`src/rtl/id_ex_alu_decode.sv`:
```
// ID/EX stage register: decodes a MIPS instruction into the ALU operand/command
// bundle, with stall (hold), flush (bubble) and a sticky unsupported-encoding flag.
module id_ex_alu_decode (
  input  logic        clk,
  input  logic        rst_n,
  input  logic [31:0] instr,
  input  logic        in_valid,
  input  logic [31:0] rs_data,
  input  logic [31:0] rt_data,
  input  logic        stall,
  input  logic        flush,
  output logic [31:0] alu_a,
  output logic [31:0] alu_b,
  output logic [3:0]  alu_cmd,
  output logic [31:0] store_data,
  output logic        wb_en,
  output logic [4:0]  wb_reg,
  output logic        mem_read,
  output logic        mem_write,
  output logic        out_valid,
  output logic        illegal,
  output logic        illegal_seen
);

  localparam logic [3:0] CMD_ADD    = 4'd0;
  localparam logic [3:0] CMD_SUB    = 4'd2;
  localparam logic [3:0] CMD_AND    = 4'd4;
  localparam logic [3:0] CMD_OR     = 4'd5;
  localparam logic [3:0] CMD_NOR    = 4'd6;
  localparam logic [3:0] CMD_XOR    = 4'd7;
  localparam logic [3:0] CMD_LEFT   = 4'd8;
  localparam logic [3:0] CMD_SRIGHT = 4'd9;
  localparam logic [3:0] CMD_RIGHT  = 4'd10;

  logic [5:0]  op, funct;
  logic [4:0]  rt, rd, shamt;
  logic [31:0] sx, zx;

  assign op    = instr[31:26];
  assign rt    = instr[20:16];
  assign rd    = instr[15:11];
  assign shamt = instr[10:6];
  assign funct = instr[5:0];
  assign sx    = {{16{instr[15]}}, instr[15:0]};
  assign zx    = {16'b0, instr[15:0]};

  logic [31:0] dec_a, dec_b;
  logic [3:0]  dec_cmd;
  logic [4:0]  dec_wb_reg;
  logic        dec_writes, dec_wb_en, dec_mr, dec_mw, dec_ill;

  always_comb begin
    dec_a      = rs_data;
    dec_b      = rt_data;
    dec_cmd    = CMD_ADD;
    dec_wb_reg = rt;
    dec_writes = 1'b1;
    dec_mr     = 1'b0;
    dec_mw     = 1'b0;
    dec_ill    = 1'b0;
    case (op)
      6'h00: begin
        dec_wb_reg = rd;
        case (funct)
          6'h20, 6'h21: dec_cmd = CMD_ADD;
          6'h22, 6'h23: dec_cmd = CMD_SUB;
          6'h24: dec_cmd = CMD_AND;
          6'h25: dec_cmd = CMD_OR;
          6'h26: dec_cmd = CMD_XOR;
          6'h27: dec_cmd = CMD_NOR;
          6'h00, 6'h02, 6'h03: begin
            dec_a   = rt_data;
            dec_b   = {27'b0, shamt};
            dec_cmd = (funct == 6'h00) ? CMD_LEFT :
                      (funct == 6'h02) ? CMD_RIGHT : CMD_SRIGHT;
          end
          6'h04, 6'h06, 6'h07: begin
            dec_a   = rt_data;
            dec_b   = {27'b0, rs_data[4:0]};
            dec_cmd = (funct == 6'h04) ? CMD_LEFT :
                      (funct == 6'h06) ? CMD_RIGHT : CMD_SRIGHT;
          end
          default: dec_ill = 1'b1;
        endcase
      end
      6'h08, 6'h09: dec_b = sx;
      6'h0C: begin dec_b = zx; dec_cmd = CMD_AND; end
      6'h0D: begin dec_b = zx; dec_cmd = CMD_OR;  end
      6'h0E: begin dec_b = zx; dec_cmd = CMD_XOR; end
      6'h0F: begin
        dec_a   = zx;
        dec_b   = 32'd16;
        dec_cmd = CMD_LEFT;
      end
      6'h23: begin dec_b = sx; dec_mr = 1'b1; end
      6'h2B: begin dec_b = sx; dec_mw = 1'b1; dec_writes = 1'b0; end
      default: dec_ill = 1'b1;
    endcase
    // Unsupported encodings collapse to a harmless ADD 0,0 with no side effects
    if (dec_ill) begin
      dec_a      = 32'b0;
      dec_b      = 32'b0;
      dec_cmd    = CMD_ADD;
      dec_wb_reg = 5'b0;
      dec_writes = 1'b0;
    end
  end

  assign dec_wb_en = dec_writes && (dec_wb_reg != 5'd0);

  logic [31:0] a_q, a_d, b_q, b_d, sd_q, sd_d;
  logic [3:0]  cmd_q, cmd_d;
  logic [4:0]  wbr_q, wbr_d;
  logic        wbe_q, wbe_d, mr_q, mr_d, mw_q, mw_d;
  logic        ov_q, ov_d, ill_q, ill_d, seen_q, seen_d;
  logic        load;

  assign load = !flush && !stall && in_valid;

  always_comb begin
    a_d    = a_q;
    b_d    = b_q;
    sd_d   = sd_q;
    cmd_d  = cmd_q;
    wbr_d  = wbr_q;
    wbe_d  = wbe_q;
    mr_d   = mr_q;
    mw_d   = mw_q;
    ov_d   = ov_q;
    ill_d  = ill_q;
    seen_d = seen_q | (load & dec_ill);
    if (flush || (!stall && !in_valid)) begin
      a_d   = 32'b0;
      b_d   = 32'b0;
      sd_d  = 32'b0;
      cmd_d = 4'b0;
      wbr_d = 5'b0;
      wbe_d = 1'b0;
      mr_d  = 1'b0;
      mw_d  = 1'b0;
      ov_d  = 1'b0;
      ill_d = 1'b0;
    end else if (load) begin
      a_d   = dec_a;
      b_d   = dec_b;
      sd_d  = rt_data;
      cmd_d = dec_cmd;
      wbr_d = dec_wb_reg;
      wbe_d = dec_wb_en;
      mr_d  = dec_mr;
      mw_d  = dec_mw;
      ov_d  = 1'b1;
      ill_d = dec_ill;
    end
  end

  always_ff @(posedge clk) begin
    if (!rst_n) begin
      a_q    <= 32'b0;
      b_q    <= 32'b0;
      sd_q   <= 32'b0;
      cmd_q  <= 4'b0;
      wbr_q  <= 5'b0;
      wbe_q  <= 1'b0;
      mr_q   <= 1'b0;
      mw_q   <= 1'b0;
      ov_q   <= 1'b0;
      ill_q  <= 1'b0;
      seen_q <= 1'b0;
    end else begin
      a_q    <= a_d;
      b_q    <= b_d;
      sd_q   <= sd_d;
      cmd_q  <= cmd_d;
      wbr_q  <= wbr_d;
      wbe_q  <= wbe_d;
      mr_q   <= mr_d;
      mw_q   <= mw_d;
      ov_q   <= ov_d;
      ill_q  <= ill_d;
      seen_q <= seen_d;
    end
  end

  assign alu_a        = a_q;
  assign alu_b        = b_q;
  assign alu_cmd      = cmd_q;
  assign store_data   = sd_q;
  assign wb_en        = wbe_q;
  assign wb_reg       = wbr_q;
  assign mem_read     = mr_q;
  assign mem_write    = mw_q;
  assign out_valid    = ov_q;
  assign illegal      = ill_q;
  assign illegal_seen = seen_q;

endmodule

```
`config.mk`:
```
export PLATFORM = sky130hd
export DESIGN_NAME = id_ex_alu_decode
export DESIGN_NICKNAME = d
export VERILOG_FILES = /design/src/rtl/id_ex_alu_decode.sv
export SDC_FILE = /design/constraint.sdc
export NUM_CORES = 1
export LEC_CHECK = 0
export ABC_AREA = 0
export BUFFER_PORTS_ARGS = -buffer_cell sky130_fd_sc_hd__buf_4
export CAP_MARGIN = 20
export CORE_MARGIN = 5
export CORE_UTILIZATION = 40
export CTS_BUF_LIST = sky130_fd_sc_hd__clkbuf_8
export DETAILED_ROUTE_END_ITERATION = 6
export GPL_TIMING_DRIVEN = 0
export PLACE_DENSITY = 0.7
export RECOVER_POWER = 100
export SLEW_MARGIN = 5
export SYNTH_ARGS = -nofsm -noshare
export SYNTH_HDL_FRONTEND = slang
export SYNTH_SLANG_ARGS = --single-unit
```
`constraint.sdc`:
```
create_clock -name clk -period 2.7 [get_ports clk]
set_clock_uncertainty 0.15 [all_clocks]
set_input_delay 0.27 -clock clk [delete_from_list [all_inputs] [get_ports clk]]
set_output_delay 0.27 -clock clk [all_outputs]
set_load 0.01 [all_outputs]
```
-- Word-level counts from Yosys, hierarchy flattened
Index checks and enable logic that the tools add are counted.
W data, S select, Z words.
- flip-flop bits (word level): 111
- input port bits: 101
- logic and storage cells: 76
- equality and inequality tests: 21
- multiplexer cells: 21
- bitwise operators: 3
- reductions and logical operators: 20
- operators by type and width (kind ; number):
    $pmux W32 S2 ; 2
    $pmux W32 S4 ; 1
    $mux W32 ; 3
    $eq A6 B6 Y1 const B ; 10
    $eq A6 B4 Y1 const B ; 6
    $pmux W4 S7 ; 1
    $pmux W4 S5 ; 1
    $eq A6 B3 Y1 const B ; 3
    $reduce_or A14 Y1 ; 1
    $eq A6 B2 Y1 const B ; 2
    $logic_not A6 Y1 ; 2
    $mux W5 ; 2
    $reduce_or A3 Y1 ; 3
    $mux W2 ; 4
    $reduce_or A8 Y1 ; 1
    $reduce_or A6 Y1 ; 1
    $mux W1 ; 5
    $reduce_bool A5 Y1 ; 1
    $logic_and A1 B1 Y1 ; 4
    $mux W4 ; 1
    $reduce_or A2 Y1 ; 2
    $reduce_or A4 Y1 ; 1
    $logic_not A1 Y1 ; 3
    $pmux W1 S2 ; 1
    4 further kinds ; 4

-- Longest topological paths before layout
Gate-level depths: netlist of run 1.
- depth after elaboration: 7
- gate-level depth with buffers: 8

-- Worst setup path after synthesis of run 1
OpenSTA, ideal clock, no wires.
- path type: input to register
- from: input instr[27]
- to: register b_q[10] (netlist: alu_b[10])
- library setup time: 0.122 ns
- arrival time: 1.697 ns
- path slack: 0.732 ns
- stages: 7
- buffers on the path: 2
- path through: buf_4 > nor4_4 > o311ai_2 > nand4_4 > nor2_2 > buf_6 > a221o_1
- longest elaborated chain between the ends: 4
- ends and longest elaborated chain (what ; line ; text):
    start, declared ; 6 ; input logic [31:0] instr,
    $eq A6 B6 Y1 or $eq A6 B4 Y1 (tied branches) ; 61 ; case (op)
    $reduce_or A8 Y1 (no source line), or another cell as far along ; n/a ;
    $pmux W1 S2 or $pmux W32 S4 (tied branches) ; 61 ;
    $mux W32 (*) ; 100 ; if (dec_ill) begin
    end signal, assigned ; 160 ; b_q <= 32'b0;
    end signal, assigned ; 172 ; b_q <= b_d;
    end, declared ; 111 ; logic [31:0] a_q, a_d, b_q, b_d, sd_q, sd_d;
Mark *: on every way between the ends. The rest lies on a longest branch, timed or not.
A chain may end at the register's enable or synchronous reset.

-- Worst setup path in the final report of run 1
- from: input rst_n
- to: register b_q[14] (netlist: alu_b[14])
- longest elaborated chain between the ends: 2
- ends and longest elaborated chain (what ; line ; text):
    start, declared ; 5 ; input logic rst_n,
    $not A1 Y1 (no source line) ; n/a ;
    $reduce_or A2 Y1 (no source line) ; n/a ;
No other way between the ends.

==> flow_summary.toml, run 1 <==
[run_status]
status = "finished, final reports clean"

[yosys]
synth_top_cell_area_share_pct = 46.88
yosys-top-cells-area = "dfxtp_1, nand2_1, a21oi_1, o21ai_0, a221o_1"
synthesis.area_mm2 = 0.004740
synth-main-ff-cell = "dfxtp_1"
netlist_top_cells_count = "nand2_1, dfxtp_1, a21oi_1, o21ai_0, clkbuf_1"
synth_cell_types = 55
synthArstFlopShare_pct = 0
yosys_warnings = 0
synth.net_count = 660
ys_seq_area_share_pct = 46.88
synth.largest_area_cell = "dfxtp_1"
synth_seq_cells = 111
syn-instance-count = 559
syn_avg_cell_area_um2 = 8.479
synth_enable_flop_cells = 0
yosysMostFrequentCell = "nand2_1"

[power]
vdd_drop_max_v = 0.0002478
p_leak_nw = 2.604
cellPowerDensity_mw_per_mm2 = 470.0

[sta]
hold_violations = 0
final-setup-viol-count = 0
slew_violations = 0
min_period_ns = 2.563
finalCritPeriodShare_pct = 94.91
setup-tns-final_ns = 0
worst_pin_slew_ns = 0.7022
fmax_mhz = 390.2
grt_setup_unrepaired = "no"
relSlewSlack_pct = 52.91

[clocking]
clkTransAtPathRegs_ns = 0.10
cts_setup_buffers = 0
cts_root_buffer = "clkbuf_8"
clock_sinks = 111
h-tree-depth = 3
clk_latency_ns = 0.37
cts_buffers = 9
cts_tree = "done"
clk_path_buf_depth = 2

[final_layout]
diodes = 0
multi_input_area_mm2 = 0.002285
syn_to_final_growth_pct = 41.13
nets = 918
stdcell_count = 965
post-route-util_pct = 58.08
seq_area_mm2 = 0.002222
final.fill_count = 1163
final_layout_size_suffix_gt1_share_pct = 16.91

[grt]
grt_max_degree = 18
grt_pass1_vias = 5313
grt_usage_pct = 24.87
gr-total-overflow = 0
antenna_found_initial = 0
grt_pass1_wl_um = 28060

[place]
port_buffers = 202
hpwl_um = 13630
dp_cells = 904
gp_congestion = 0.9087

[die]
boundaryPins = 212
die_x_um = 118.9
dieArea_mm2 = 0.01413
rows = 39
fp.dieH_um = 118.9
start_util_pct = 41.16
core-area_mm2 = 0.01152

[worst_setup_path]
cp-end-kind = "flip-flop"
cp.arrival_ns = 2.73
cp-start-kind = "input port"
crit_type = "in2reg"
critPathMaxFanout = 10
cp.required_ns = 2.87

[route]
antenna_left = 0
drt_iter0_drc = 490
post_drt_via_cell_ratio = 5.446
wirelength_um = 18070
wl_per_cell_um = 18.72
drc = 0
drt-pass1-iter-count = 5
via_count = 5255

[worst_hold_path]
hold_class = "in2reg"

[flow_run]
drv_cap = 0
metal layers:
metal  routed length (um)  track usage, %  vias to the layer above
li1                     -               -                     2510
met1                 7419           31.13                     2464
met2                 8700           40.96                      236
met3                 1288           4.976                       45
met4                  657           12.38                        0
met5                    0               0                        -
kinds of logic after synthesis:
| family | count (synthesis) | synth area share [%] |
|---|---|---|
| AO/OA/AOI/OAI | 202 | 27.30 |
| XOR/XNOR | 1 | 0.1848 |
| buffers and inverters | 47 | 4.963 |
| flip-flops | 111 | 46.88 |
| multiplexers | 9 | 1.980 |
| AND/OR/NAND/NOR | 189 | 18.69 |
critical path, cell delays in order:
cell and delay (ns):
dlygate4sd3_1 0.53, buf_4 0.12, nor2b_2 0.26, and3_1 0.26, nand4_4 0.20, nor2_2 0.21
buf_6 0.17, a221o_1 0.16, dlygate4sd3_1 0.55
cell usage in the layout, fill, tap and decap left out, drive strengths merged, types with 2 or more instances in the layout:
cell,instances
a211oi,2
a21oi,70
and3,13
or4,2
o21ai,63
inv,2
mux2i,6
a22oi,18
mux2,3
a32o,3
nor2,15
nand2,132
nor2b,5
buf,107
bufinv,2
nand2b,3
clkbuf,151
a221o,15
a22o,16
nor4,2
o211ai,2
clkinv,2
dlygate4sd3,45
o21a,2
nor3,5
nand3,2
and2,2
dfxtp,111
worst paths after layout:
path / slack, ns / endpoint / from / depth (start not counted)
worst max register to register: 1.14 / alu_b[14] / alu_b[14] / 3
worst min-delay path: 0.01 / alu_a[19] / rs_data[19] / 3
worst max-delay path: 0.14 / alu_b[14] / rst_n / 9
worst min register to register: 0.31 / store_data[31] / store_data[31] / 2
through the flow:
stage	setup WS (ns)	hold slack, ns	total power, mW	instance area (um^2)
2_1_floorplan	0.7315	0.2375	1.822	4740
3_3_place_gp	0.4421	0.2860	2.022	6435
3_5_place_dp	0.4585	0.2898	2.028	6435
4_1_cts	0.08102	0.0002661	3.164	7098
5_1_grt	0.03328	0.008176	3.263	6689
6_report	0.1374	0.01457	3.144	6689
timing repair:
action | in CTS | in global routing
hold endpoints to repair | 44 | 1
hold buffers | 44 | 1
gates resized for setup | 0 | 1
endpoints found under the setup margin | 0 | 9
power breakdown:
group,switching [mW],internal [mW]
Sequential,0.00462,1.65
Clock,0.570,0.545
Combinational,0.196,0.183
Total,0.771,2.37
cell type report:
class | instances | area share, %
inverters | 1 | 0.05612
multi-input cells | 401 | 34.16
well taps | 143 | 2.675
clock buffers | 10 | 2.058
repair buffers | 247 | 23.12
flip-flops and latches | 111 | 33.22
plain buffers | 46 | 3.442
clock inverters | 6 | 1.272
(Power assumes the default switching activity.)
==> run 2: changes to the inputs <==
--- a/config.mk
+++ b/config.mk
@@ -10,11 +10,10 @@
 export CAP_MARGIN = 20
 export CORE_MARGIN = 5
 export CORE_UTILIZATION = 40
-export CTS_BUF_LIST = sky130_fd_sc_hd__clkbuf_8
+export CTS_BUF_LIST = sky130_fd_sc_hd__clkbuf_2
 export DETAILED_ROUTE_END_ITERATION = 6
 export GPL_TIMING_DRIVEN = 0
 export PLACE_DENSITY = 0.7
-export RECOVER_POWER = 100
 export SLEW_MARGIN = 5
 export SYNTH_ARGS = -nofsm -noshare
 export SYNTH_HDL_FRONTEND = slang
==> run 2 against run 1 <==
First-iteration DRC count grew 1.6%. Die area is the same. Combinational power grew 23%. Sequential power is essentially flat. Clock power shrank 22%. Flip-flop and latch count is the same. Setup slack lost 0.12 ns. Total power shrank 4.6%. Cell count grew 6.8%. Largest power group unchanged. Highest routed layer unchanged.
==> flow_summary.toml, run 2 (synthesis gave the netlist of run 1 again) <==
[run_status]
status = "finished, final reports clean"

[worst_hold_path]
hold_class = "in2reg"

[power]
p_leak_nw = 3.326
pwr-share-comb_pct = 15.6
p_sw_mw = 0.7886
p_seq_share_pct = 55.3
switching_share_pct = 26.28
p_int_mw = 2.212
cellPowerDensity_mw_per_mm2 = 391.1
vdd_drop_max_v = 0.0002246
power.share.clock_pct = 29.1

[worst_setup_path]
path_delay_family = "buffers and inverters"
critPathSlowestCell = "dlygate4sd3_1"
max_stage_delay_ns = 0.56
cp.depth = 10
cp-start-kind = "input port"
timing.rr.end = "alu_b[4]"
ff2ff_path_depth = 3
regToRegStartpoint = "alu_b[4]"
cp.required_ns = 3.13
cp.arrival_ns = 3.11
crit_buf_inv = 5
crit_type = "in2reg"
cp-startpoint = "instr[29]"
cp-end-kind = "flip-flop"
rrSetupSlack_ns = 1.06
crit_path_cell_trace = "dlygate4sd3_1, buf_4, and4bb_2, nor2b_1, buf_2, nor2_2, buf_2, a21oi_1, dlygate4sd3_1, o21ai_0"
worstSetupEndpoint = "alu_a[7]"
critPathMaxFanout = 10

[clocking]
cts_buffers = 9
h-tree-depth = 3
cts_tree = "done"
clk_latency_ns = 0.63
clock_sinks = 111
cts_root_buffer = "clkbuf_2"
clkTransAtPathRegs_ns = 0.29
clk_path_buf_depth = 2

[route]
top_layer = "met4"
wirelength_um = 19500
wl_per_cell_um = 18.92
wl_met3_um = 1431
via_count = 5678
drt_iter0_drc = 498
antenna_left = 0
drc = 0
dr_wl_met2_um = 9371
wl_met1_um = 7651
drt-pass1-iter-count = 5
post_drt_via_cell_ratio = 5.507

[grt]
grt_max_degree = 18
grt_pass1_wl_um = 30560
grt_pass1_vias = 5828
gr-total-overflow = 0
antenna_found_initial = 1
grt_usage_pct = 27.14

[sta]
slew_violations = 0
min_period_ns = 2.681
worst_pin_slew_ns = 0.7191
setup-tns-final_ns = 0
final-setup-viol-count = 0
grt_setup_unrepaired = "no"
relSlewSlack_pct = 51.77
fmax_mhz = 373.0
hold_violations = 0
finalCritPeriodShare_pct = 99.30

[flow_run]
drv_cap = 0

[place]
gp_congestion = 0.9087
dpl_cell_area_mm2 = 0.006435
hpwl_um = 13630
port_buffers = 202

[final_layout]
nets = 983
syn_to_final_growth_pct = 61.91
final.fill_count = 974
final_area_mm2 = 0.007674
multi_input_area_mm2 = 0.002285
seq_area_mm2 = 0.002222
final_common_cell = "buf_4"
final_cell_mix = "buf_4, nand2_1, dfxtp_1, dlygate4sd3_1, a21oi_1"
final_layout_size_suffix_gt1_share_pct = 28.52

[die]
core-area_mm2 = 0.01152
boundaryPins = 212
die_x_um = 118.9
start_util_pct = 41.16
fp.dieH_um = 118.9
rows = 39
dieArea_mm2 = 0.01413
## run 2: cell count changes in the layout (fill, tap and decap cells not counted), sizes merged
cell	delta
diode	+1
clkinv	+1
buf	+114
inv	-1
clkbuf	-113
dlygate4sd3	+64
## run 2: worst min-delay path by stage
stage | startpoint | cells after the start | endpoint | slack [ns]
after floorplan | rst_n | 1 | illegal_seen | 0.24
after global placement | alu_b[30] | 2 | alu_b[30] | 0.29
after detailed placement | alu_b[24] | 2 | alu_b[24] | 0.29
after CTS | instr[0] | 4 | alu_cmd[1] | 0.03
after global routing | instr[0] | 4 | alu_cmd[1] | 0.06
final | instr[0] | 4 | alu_cmd[1] | 0.04
## run 2: metal layers
layer | vias to the layer above | global-route usage, %
met3 | 87 | 5.166
met4 | 0 | 16.08
met5 | - | 0
li1 | 2638 | -
met1 | 2664 | 32.96
met2 | 289 | 44.87
## run 2: final cells by class
class | instances | area share [%]
Clock buffer | 10 | 0.6522
Buffer | 46 | 3.016
Inverter | 1 | 0.04892
Sequential cell | 111 | 28.96
Antenna cell | 1 | 0.03261
Clock inverter | 6 | 1.109
Multi-Input combinational cell | 401 | 29.77
Timing Repair Buffer | 312 | 34.08
Tap cell | 143 | 2.332
## run 2: tightest hold or removal path: cells and delay by family
kind | cells | cell delay, ns
compound gates | 2 | 0.33
buf+inv | 1 | 0.14
simple gates | 1 | 0.08
## run 2: through the flow
step                util, %  cells  hold WS, ns  total power, mW  setup WS [ns]
floorplan                 -    559       0.2375            1.822         0.7315
detailed placement    55.88    904       0.2898            2.028         0.4585
CTS                   66.53   1029      0.02960            2.989        0.08162
finish                66.63   1031      0.04147            3.001        0.01897
global placement      55.88    904       0.2860            2.022         0.4421
global route          66.63   1031      0.05725            3.111        0.03258
## run 2: power groups by stage
stage	registers (mW)	clock network [mW]	logic, mW
2_1_floorplan	1.69	0	0.131
3_3_place_gp	1.69	0	0.335
3_5_place_dp	1.69	0	0.340
4_1_cts	1.66	0.874	0.455
5_1_grt	1.66	0.947	0.501
6_report	1.66	0.874	0.467
## run 2: what timing repair did
| item | in CTS | in global routing |
|---|---|---|
| buffers inserted | 0 | 1 |
| hold buffers | 109 | 0 |
| hold endpoints to repair | 109 | 0 |
| gates resized for setup | 0 | 1 |
| endpoints found under the setup margin | 0 | 9 |
==> run 3: changes to the inputs <==
--- a/config.mk
+++ b/config.mk
@@ -13,7 +13,7 @@
 export CTS_BUF_LIST = sky130_fd_sc_hd__clkbuf_2
 export DETAILED_ROUTE_END_ITERATION = 6
 export GPL_TIMING_DRIVEN = 0
-export PLACE_DENSITY = 0.7
+export PLACE_DENSITY = 0.72
 export SLEW_MARGIN = 5
 export SYNTH_ARGS = -nofsm -noshare
 export SYNTH_HDL_FRONTEND = slang
==> constraint.sdc (replaced) <==
create_clock -name clk -period 2.25 [get_ports clk]
set_clock_uncertainty 0.15 [all_clocks]
set_input_delay 0.225 -clock clk [delete_from_list [all_inputs] [get_ports clk]]
set_output_delay 0.225 -clock clk [all_outputs]
set_load 0.01 [all_outputs]
==> run 3 against run 2 <==
Count of clock-buffer cells in the layout is 1 lower. Setup slack worse by 0.013 ns. Cell count is 0.39% higher. Clock power is 11% higher. Register-to-register slack worse by 0.38 ns. First-iteration DRC count is 18% higher. Critical path type unchanged. Critical endpoint is now alu_a[29]. Largest cell class unchanged.
==> flow_summary.toml, run 3 (synthesis gave the netlist of run 1 again) <==
[run_status]
status = "finished, final reports clean"

[sta]
fmax_mhz = 445.7
holdWs_ns = 0.05430
final-setup-viol-count = 0
relSlewSlack_pct = 52.57
hold_violations = 0
slew_violations = 0
finalCritPeriodShare_pct = 99.73
min_period_ns = 2.244
worst_pin_slew_ns = 0.7072

[die]
dieArea_mm2 = 0.01413
start_util_pct = 41.16
rows = 39
boundaryPins = 212
die_x_um = 118.9
core-area_mm2 = 0.01152
fp.dieH_um = 118.9

[worst_setup_path]
cp-start-kind = "input port"
cp.required_ns = 2.67
ff2ff_path_depth = 3
cp-end-kind = "flip-flop"
regToRegStartpoint = "alu_cmd[0]"
critPathMaxFanout = 10
crit_type = "in2reg"
timing.rr.end = "alu_cmd[0]"
rrSetupSlack_ns = 0.68
cp.arrival_ns = 2.67

[worst_hold_path]
min_path_cells = 4
worstHoldStart = "flush"
hold_class = "in2reg"
holdPathEnd = "alu_cmd[1]"

[clocking]
cts_tree = "done"
clk_latency_ns = 0.60
cts_setup_buffers = 0
clock_sinks = 111
cts_root_buffer = "clkbuf_2"
cts_buffers = 9
h-tree-depth = 3
clk_path_buf_depth = 2
clkTransAtPathRegs_ns = 0.30

[place]
gp_congestion = 0.9453
dpl_cell_area_mm2 = 0.006435
hpwl_um = 13580
port_buffers = 202

[route]
wirelength_um = 19770
drt_iter0_drc = 587
antenna_left = 0
post_drt_via_cell_ratio = 5.616
via_count = 5813
drc = 0
wl_per_cell_um = 19.10
drt-pass1-iter-count = 6

[final_layout]
final_common_cell = "buf_4"
nets = 987
final_layout_size_suffix_gt1_share_pct = 28.73
final_area_mm2 = 0.007750
final_cell_mix = "buf_4, nand2_1, dlygate4sd3_1, dfxtp_1, a21oi_1"
final.fill_count = 910
seq_area_mm2 = 0.002222
syn_to_final_growth_pct = 63.52
multi_input_area_mm2 = 0.002300

[power]
power_mw = 3.543
cellPowerDensity_mw_per_mm2 = 457.2
p_leak_nw = 3.316
vdd_drop_max_v = 0.0004464

[grt]
grt_pass1_vias = 5955
grt_max_degree = 20
grt_usage_pct = 27.18
antenna_found_initial = 1
gr-total-overflow = 0
grt_pass1_wl_um = 30890

[flow_run]
drv_cap = 0
run 3: worst max path at each step:
stage          slack, ns       from         to
2_1_floorplan       0.33  instr[27]  alu_b[10]
3_3_place_gp        0.08  instr[30]   alu_b[3]
3_5_place_dp        0.08  instr[27]   alu_b[0]
4_1_cts             0.02   instr[5]   alu_a[7]
5_1_grt            -0.02   instr[3]   alu_a[7]
6_report           0.006   instr[3]  alu_a[29]
run 3: worst max-delay path: stages:
cell	delay [ns]
dlygate4sd3_1	0.54
buf_4	0.17
nor3_2	0.19
and4b_2	0.31
buf_8	0.16
clkbuf_4	0.23
a22oi_1	0.12
dlygate4sd3_1	0.60
o21ai_1	0.11
run 3: where the power goes:
part | switching [mW] | internal [mW] | total, mW
logic | 0.267 | 0.314 | 0.581
clock network | 0.696 | 0.273 | 0.969
registers | 0.00582 | 1.99 | 1.99
total | 0.969 | 2.57 | 3.54
run 3: routing by layer:
layer  up-vias  GRT usage, %  routed length [um]
met5         -             0                   0
met1      2764         32.42                7620
met3        81         5.308                1407
met4         0         14.41                 990
li1       2651             -                   -
met2       317         46.39                9748
run 3: final cells by class:
type / instances / share of cell area, %
repair buffers: 316 / 34.29
multi-input cells: 401 / 29.67
flip-flops and latches: 111 / 28.67
plain buffers: 46 / 3.342
well taps: 143 / 2.309
clock inverters: 7 / 1.049
clock buffers: 9 / 0.5812
inverters: 1 / 0.04843
diodes: 1 / 0.03229
run 3: repair_timing:
action	4_1_cts	5_1_grt
hold endpoints to repair	109	0
hold buffers	114	0
gates resized for setup	0	18
endpoints found under the setup margin	0	10
run 3: stage by stage:
step           setup slack, ns  utilization [%]  std cells  setup TNS [ns]
2_1_floorplan           0.3265                -        559               0
3_3_place_gp           0.07662            55.88        904               0
3_5_place_dp           0.08253            55.88        904               0
4_1_cts                0.01529            66.88       1034               0
5_1_grt               -0.02060            67.30       1035        -0.03416
6_report              0.006106            67.30       1035               0
